===== src/rtl/set_associative_cache_unit.sv =====
// Set-associative tag/state/data store with a CPU port and a snoop port.
// Define LRU_REPLACEMENT_EN for age-based LRU; default build is round-robin.
module set_associative_cache_unit #(
   parameter int TAG_WIDTH      = 8,
   parameter int INDEX_WIDTH    = 2,
   parameter int OFFSET_WIDTH   = 2,
   parameter int DATA_WIDTH     = 32,
   parameter int NUMBER_OF_WAYS = 4,
   parameter int STATE_WIDTH    = 2,
   parameter int INVALID_STATE  = 0
) (
   input  logic                    clock,
   input  logic                    reset,
   input  logic [INDEX_WIDTH-1:0]  cpuIndex,
   input  logic [OFFSET_WIDTH-1:0] cpuOffset,
   input  logic [TAG_WIDTH-1:0]    cpuTagIn,
   input  logic [DATA_WIDTH-1:0]   cpuDataIn,
   input  logic [STATE_WIDTH-1:0]  cpuStateIn,
   input  logic                    cpuWriteTag,
   input  logic                    cpuWriteState,
   input  logic                    cpuWriteData,
   input  logic                    cpuAccess,
   output logic                    cpuHit,
   output logic [TAG_WIDTH-1:0]    cpuTagOut,
   output logic [STATE_WIDTH-1:0]  cpuStateOut,
   output logic [DATA_WIDTH-1:0]   cpuDataOut,
   input  logic [INDEX_WIDTH-1:0]  snoopyIndex,
   input  logic [OFFSET_WIDTH-1:0] snoopyOffset,
   input  logic [TAG_WIDTH-1:0]    snoopyTagIn,
   input  logic [STATE_WIDTH-1:0]  snoopyStateIn,
   input  logic                    snoopyWriteState,
   output logic                    snoopyHit,
   output logic [STATE_WIDTH-1:0]  snoopyStateOut,
   output logic [DATA_WIDTH-1:0]   snoopyDataOut
);

   localparam int SETS  = 1 << INDEX_WIDTH;
   localparam int WORDS = 1 << OFFSET_WIDTH;
   localparam int WAY_W =
      (NUMBER_OF_WAYS > 1) ? $clog2(NUMBER_OF_WAYS) : 1;

   typedef logic [WAY_W-1:0] way_t;

   localparam logic [STATE_WIDTH-1:0] INV =
      STATE_WIDTH'(INVALID_STATE);
   localparam way_t LAST_WAY = way_t'(NUMBER_OF_WAYS - 1);

   logic [TAG_WIDTH-1:0]   tag_q   [SETS][NUMBER_OF_WAYS];
   logic [STATE_WIDTH-1:0] state_q [SETS][NUMBER_OF_WAYS];
   logic [STATE_WIDTH-1:0] state_d [SETS][NUMBER_OF_WAYS];
   logic [DATA_WIDTH-1:0]  data_q  [SETS][NUMBER_OF_WAYS][WORDS];

   logic cpu_hit;
   way_t cpu_hit_way;
   logic inv_found;
   way_t inv_way;
   way_t policy_way;
   way_t victim_way;
   way_t cpu_sel;
   logic snoop_hit;
   way_t snoop_way;
   logic meta_upd;

   // CPU tag match: lowest matching valid way (at most one expected)
   always_comb begin
      cpu_hit     = 1'b0;
      cpu_hit_way = '0;
      for (int w = 0; w < NUMBER_OF_WAYS; w++) begin
         if (!cpu_hit &&
             state_q[cpuIndex][w] != INV &&
             tag_q[cpuIndex][w] == cpuTagIn) begin
            cpu_hit     = 1'b1;
            cpu_hit_way = way_t'(w);
         end
      end
   end

   // Prefer the lowest invalid way as victim before asking the policy
   always_comb begin
      inv_found = 1'b0;
      inv_way   = '0;
      for (int w = 0; w < NUMBER_OF_WAYS; w++) begin
         if (!inv_found && state_q[cpuIndex][w] == INV) begin
            inv_found = 1'b1;
            inv_way   = way_t'(w);
         end
      end
   end

   // Snoop tag match on its own set
   always_comb begin
      snoop_hit = 1'b0;
      snoop_way = '0;
      for (int w = 0; w < NUMBER_OF_WAYS; w++) begin
         if (!snoop_hit &&
             state_q[snoopyIndex][w] != INV &&
             tag_q[snoopyIndex][w] == snoopyTagIn) begin
            snoop_hit = 1'b1;
            snoop_way = way_t'(w);
         end
      end
   end

   assign victim_way = inv_found ? inv_way : policy_way;
   assign cpu_sel    = cpu_hit ? cpu_hit_way : victim_way;
   assign meta_upd   = cpuAccess | cpuWriteTag;

   assign cpuHit      = cpu_hit;
   assign cpuTagOut   = tag_q[cpuIndex][cpu_sel];
   assign cpuStateOut = state_q[cpuIndex][cpu_sel];
   assign cpuDataOut  = data_q[cpuIndex][cpu_sel][cpuOffset];

   assign snoopyHit      = snoop_hit;
   assign snoopyStateOut =
      snoop_hit ? state_q[snoopyIndex][snoop_way] : INV;
   assign snoopyDataOut  =
      snoop_hit ? data_q[snoopyIndex][snoop_way][snoopyOffset]
                : '0;

   // Next state: CPU write first, snoop write last so it wins a clash
   always_comb begin
      state_d = state_q;
      if (cpuWriteState)
         state_d[cpuIndex][cpu_sel] = cpuStateIn;
      if (snoopyWriteState && snoop_hit)
         state_d[snoopyIndex][snoop_way] = snoopyStateIn;
   end

   // Coherence state: reset invalidates every line
   always_ff @(posedge clock) begin
      if (reset) begin
         for (int s = 0; s < SETS; s++)
            for (int w = 0; w < NUMBER_OF_WAYS; w++)
               state_q[s][w] <= INV;
      end else begin
         state_q <= state_d;
      end
   end

   // Tags survive reset; a write in the reset cycle is dropped
   always_ff @(posedge clock) begin
      if (!reset && cpuWriteTag)
         tag_q[cpuIndex][cpu_sel] <= cpuTagIn;
   end

   // Data words survive reset; a write in the reset cycle is dropped
   always_ff @(posedge clock) begin
      if (!reset && cpuWriteData)
         data_q[cpuIndex][cpu_sel][cpuOffset] <= cpuDataIn;
   end

`ifdef LRU_REPLACEMENT_EN

   way_t age_q [SETS][NUMBER_OF_WAYS];
   way_t age_d [SETS][NUMBER_OF_WAYS];
   way_t old_age;

   // Oldest way (age NUMBER_OF_WAYS-1) is the policy choice
   always_comb begin
      policy_way = '0;
      for (int w = 0; w < NUMBER_OF_WAYS; w++) begin
         if (age_q[cpuIndex][w] == LAST_WAY)
            policy_way = way_t'(w);
      end
   end

   // Touched way becomes youngest; younger ways age by one
   always_comb begin
      age_d   = age_q;
      old_age = age_q[cpuIndex][cpu_sel];
      if (meta_upd) begin
         for (int w = 0; w < NUMBER_OF_WAYS; w++) begin
            if (way_t'(w) == cpu_sel)
               age_d[cpuIndex][w] = '0;
            else if (age_q[cpuIndex][w] < old_age)
               age_d[cpuIndex][w] = age_q[cpuIndex][w] + 1'b1;
         end
      end
   end

   // Age registers: reset age equals way number
   always_ff @(posedge clock) begin
      if (reset) begin
         for (int s = 0; s < SETS; s++)
            for (int w = 0; w < NUMBER_OF_WAYS; w++)
               age_q[s][w] <= way_t'(w);
      end else begin
         age_q <= age_d;
      end
   end

`else

   way_t rr_q [SETS];
   way_t rr_d [SETS];

   assign policy_way = rr_q[cpuIndex];

   // Pointer moves only when a tag is allocated on a miss
   always_comb begin
      rr_d = rr_q;
      if (meta_upd && cpuWriteTag && !cpu_hit)
         rr_d[cpuIndex] = (rr_q[cpuIndex] == LAST_WAY)
                          ? '0 : rr_q[cpuIndex] + 1'b1;
   end

   // Round-robin pointers: reset to way 0
   always_ff @(posedge clock) begin
      if (reset) begin
         for (int s = 0; s < SETS; s++)
            rr_q[s] <= '0;
      end else begin
         rr_q <= rr_d;
      end
   end

`endif

endmodule


===== config.mk =====
export PLATFORM = sky130hd
export DESIGN_NAME = set_associative_cache_unit
export DESIGN_NICKNAME = d
export VERILOG_FILES = /design/src/rtl/set_associative_cache_unit.sv
export SDC_FILE = /design/constraint.sdc
export NUM_CORES = 2
export LEC_CHECK = 0
export ABC_CLOCK_PERIOD_IN_PS = 8400
export CORE_MARGIN = 2
export CORE_UTILIZATION = 30
export DETAILED_ROUTE_END_ITERATION = 8
export DONT_BUFFER_PORTS = 1
export SLEW_MARGIN = 25
export SYNTH_ARGS = -nofsm -noshare
export SYNTH_HDL_FRONTEND = slang
export SYNTH_SLANG_ARGS = --single-unit

===== constraint.sdc =====
create_clock -name clock -period 8.4 [get_ports clock]
set_input_delay 1.26 -clock clock [delete_from_list [all_inputs] [get_ports clock]]
set_output_delay 1.26 -clock clock [all_outputs]
set_load 0.03 [all_outputs]

==> flow_summary.toml <==
[cts]
clk_pin_slew_ns = 0.06
cts_root_buf = "clkbuf_16"
cts_buffer_depth = 4
cts-resized-gates = 0
cts.sinks = 2216
tritoncts = "yes"
clock_latency_ns = 0.93
cts.htree.levels = 4
cts_buffers = 225
postCtsSetupRepairBufs = 0
holdBufCountCts = 0

[synthesis]
synthesis.nets = 5591
synth-seq-cells = 2216
synth_top_area_cell = "edfxtp_1"
synthTopCellsByArea = "edfxtp_1, mux4_2, a211oi_1, and3_1, clkbuf_1"
ys_types = 64
seq_area_frac_synth_pct = 63.81
synth_edf_count = 2176
netlist_instances = 5524
yosysTopAreaCellShare_pct = 63.03
netlist_area_um2 = 103700
synth_ff_type = "edfxtp_1"
async_reset_ff_share_pct = 0
syn_avg_cell_area_um2 = 18.77
yosysWarningCount = 0

[flow_run]
drv_cap = 0

[final_layout]
drive_gt1_share_pct = 30.79
regArea_um2 = 66140
area_delta_synth_final_pct = 13.67
final_nets = 5545
fillers = 31891
multi_input_area_um2 = 36090
stdcell_count = 10212

[power]
power.density_nw_per_um2 = 200.2
leakagePower_nw = 36.25
ir_worst_vdd_uv = 168.9
p_total_mw = 23.59

[timing]
hold_viol_final = 0
post-route-worst-setup-slack_ns = 0.7775
maxSlewHeadroom_pct = 3.654
finalMaxSlewViolations = 0
fin_worst_hold_slack_ns = 0.4328
period_share_pct = 90.74
tightest_slew_ns = 1.445
rsz0062_at_grt = "no"
setup_viol = 0
fin_setup_tns_ns = 0
worst_clock_skew_ns = 0.09817
fin_crit_ns = 7.623
maxClockFrequency_ghz = 0.1312

[placement]
place_congestion = 0.8259
post-dp-hpwl_um = 201100
dp_cells = 9798
port-buffer-count = 0
dp_worst_setup_slack_ns = 0.8881

[min_path]
min_path_type = "input port to flip-flop"

[setup_path]
critPathKind = "input port to primary output"
required_ns = 7.14
critPathMaxStageDelay_ns = 0.95
cp_cell_sequence = "buf_16 > mux4_2 > xnor2_1 > nand4_1 > or4b_2 > and4_4 > or3_4 > nor3_1 > a21oi_1 > o2111ai_1 > buf_4"
start_kind = "input port"
crit_fanout = 112
crit_path_end_kind = "primary output"
critPathArrivalTime_ns = 6.36
crit_slowest_cell = "or4b_2"

[floorplanning]
dieArea_um2 = 350300
pin_count = 145
start_util_pct = 30.18
placementRows = 215
die_x_um = 591.8
core-area_um2 = 343500
die_h_um = 591.8

[detailed_routing]
wirelength_um = 350300
post_drt_wl_per_cell_um = 34.30
drtIter0Drc = 8682
drtAntennaViolNets = 0
drcViolationCount = 0
viasPerCell = 6.042
drtPass1Iterations = 7
vias = 61706

[outcome]
status = "finished clean"

[global_routing]
grt_pass1_wl_um = 486400
grt_pass1_vias = 62068
overflow = 0
antenna_found_initial = 7
grt_max_degree = 563
grt_use_total_pct = 19.56
power breakdown:
part	leakage [nW]	switching [mW]	internal [mW]
Sequential	19.9	0.0118	12.2
Clock	3.45	4.33	5.67
Combinational	12.9	0.797	0.626
stage by stage:
| step | cell area (um^2) | utilization (%) |
|---|---|---|
| 2_1_floorplan | 103700 | - |
| 3_3_place_gp | 110000 | 32.03 |
| 3_5_place_dp | 110500 | 32.16 |
| 4_1_cts | 117600 | 34.22 |
| 5_1_grt | 117800 | 34.30 |
| 6_report | 117800 | 34.30 |
registers in the layout, indices dropped and copies added, names as in the netlist:
name and cells:
data_q 2048, tag_q 128, state_q 32, rr_q 8
worst paths after layout:
check / from / to / slack [ns] / cells after the start
max: snoopyIndex[1] / snoopyDataOut[19] / 0.78 / 11
min: cpuDataIn[0] / data_q[2][160]$_DFFE_PP_ / 0.43 / 0
max reg2reg: tag_q[3][13]$_DFFE_PP_ / data_q[1][250]$_DFFE_PP_ / 2.63 / 10
min reg2reg: rr_q[7]$_SDFFE_PP0P_ / rr_q[7]$_SDFFE_PP0P_ / 0.50 / 2
final cells by class:
class / instances / share of cell area (%)
timing repair buffer: 210 / 2.291
multi-input combinational: 2797 / 30.62
antenna: 4 / 0.008494
clock buffer: 274 / 4.988
sequential: 2216 / 56.13
clock inverter: 126 / 1.031
tap: 4557 / 4.839
inverter: 28 / 0.08919
layout by cell type (no fill, tap or decap), drive strengths merged, types with 13 or more instances in the layout:
master  instances
edfxtp       2176
mux4         1106
nor2          327
a211oi        298
clkbuf        274
and3          271
buf           210
o22ai          99
clkinv         94
nor4           83
o21ai          77
nand2          67
xnor2          61
nor3           50
dfxtp          40
nand4          36
mux2i          36
mux2           32
nand3          32
or4            30
inv            29
bufinv         24
o31ai          21
nor2b          20
a41oi          16
o211ai         15
a21o           14
or3            14
o221ai         14
a221o          13
logic make-up after synthesis:
kind of cell	synth area share [%]
compound gates	4.078
xor+xnor	0.5999
buf+inv	2.000
flops	63.81
mux	24.73
simple gates	4.789
worst max-delay path: cells and delay by family:
kind	cells	cell delay (ns)
buffers and inverters	2	0.81
multiplexers	1	0.44
AO/OA/AOI/OAI	2	0.64
AND/OR/NAND/NOR	5	2.90
XOR/XNOR	1	0.23
Yosys cell counts, drive strengths merged (40+ instances only):
| library cell | n |
|---|---|
| nor3 | 50 |
| nor4 | 83 |
| o22ai | 99 |
| buf | 111 |
| clkbuf | 372 |
| nand2 | 67 |
| mux4 | 1106 |
| dfxtp | 40 |
| o21ai | 77 |
| and3 | 271 |
| edfxtp | 2176 |
| xnor2 | 61 |
| a211oi | 298 |
| nor2 | 327 |
per-layer routing:
layer  up-vias  share of wire (%)  global-route usage, %
met5         -                  0                      0
met4         0                4.0                  7.001
met3       671                 12                  5.196
met2      3857                 47                  30.80
met1     33454                 38                  26.06
li1      23724                  -                      -
No activity file was read; power rests on OpenSTA's default activity.
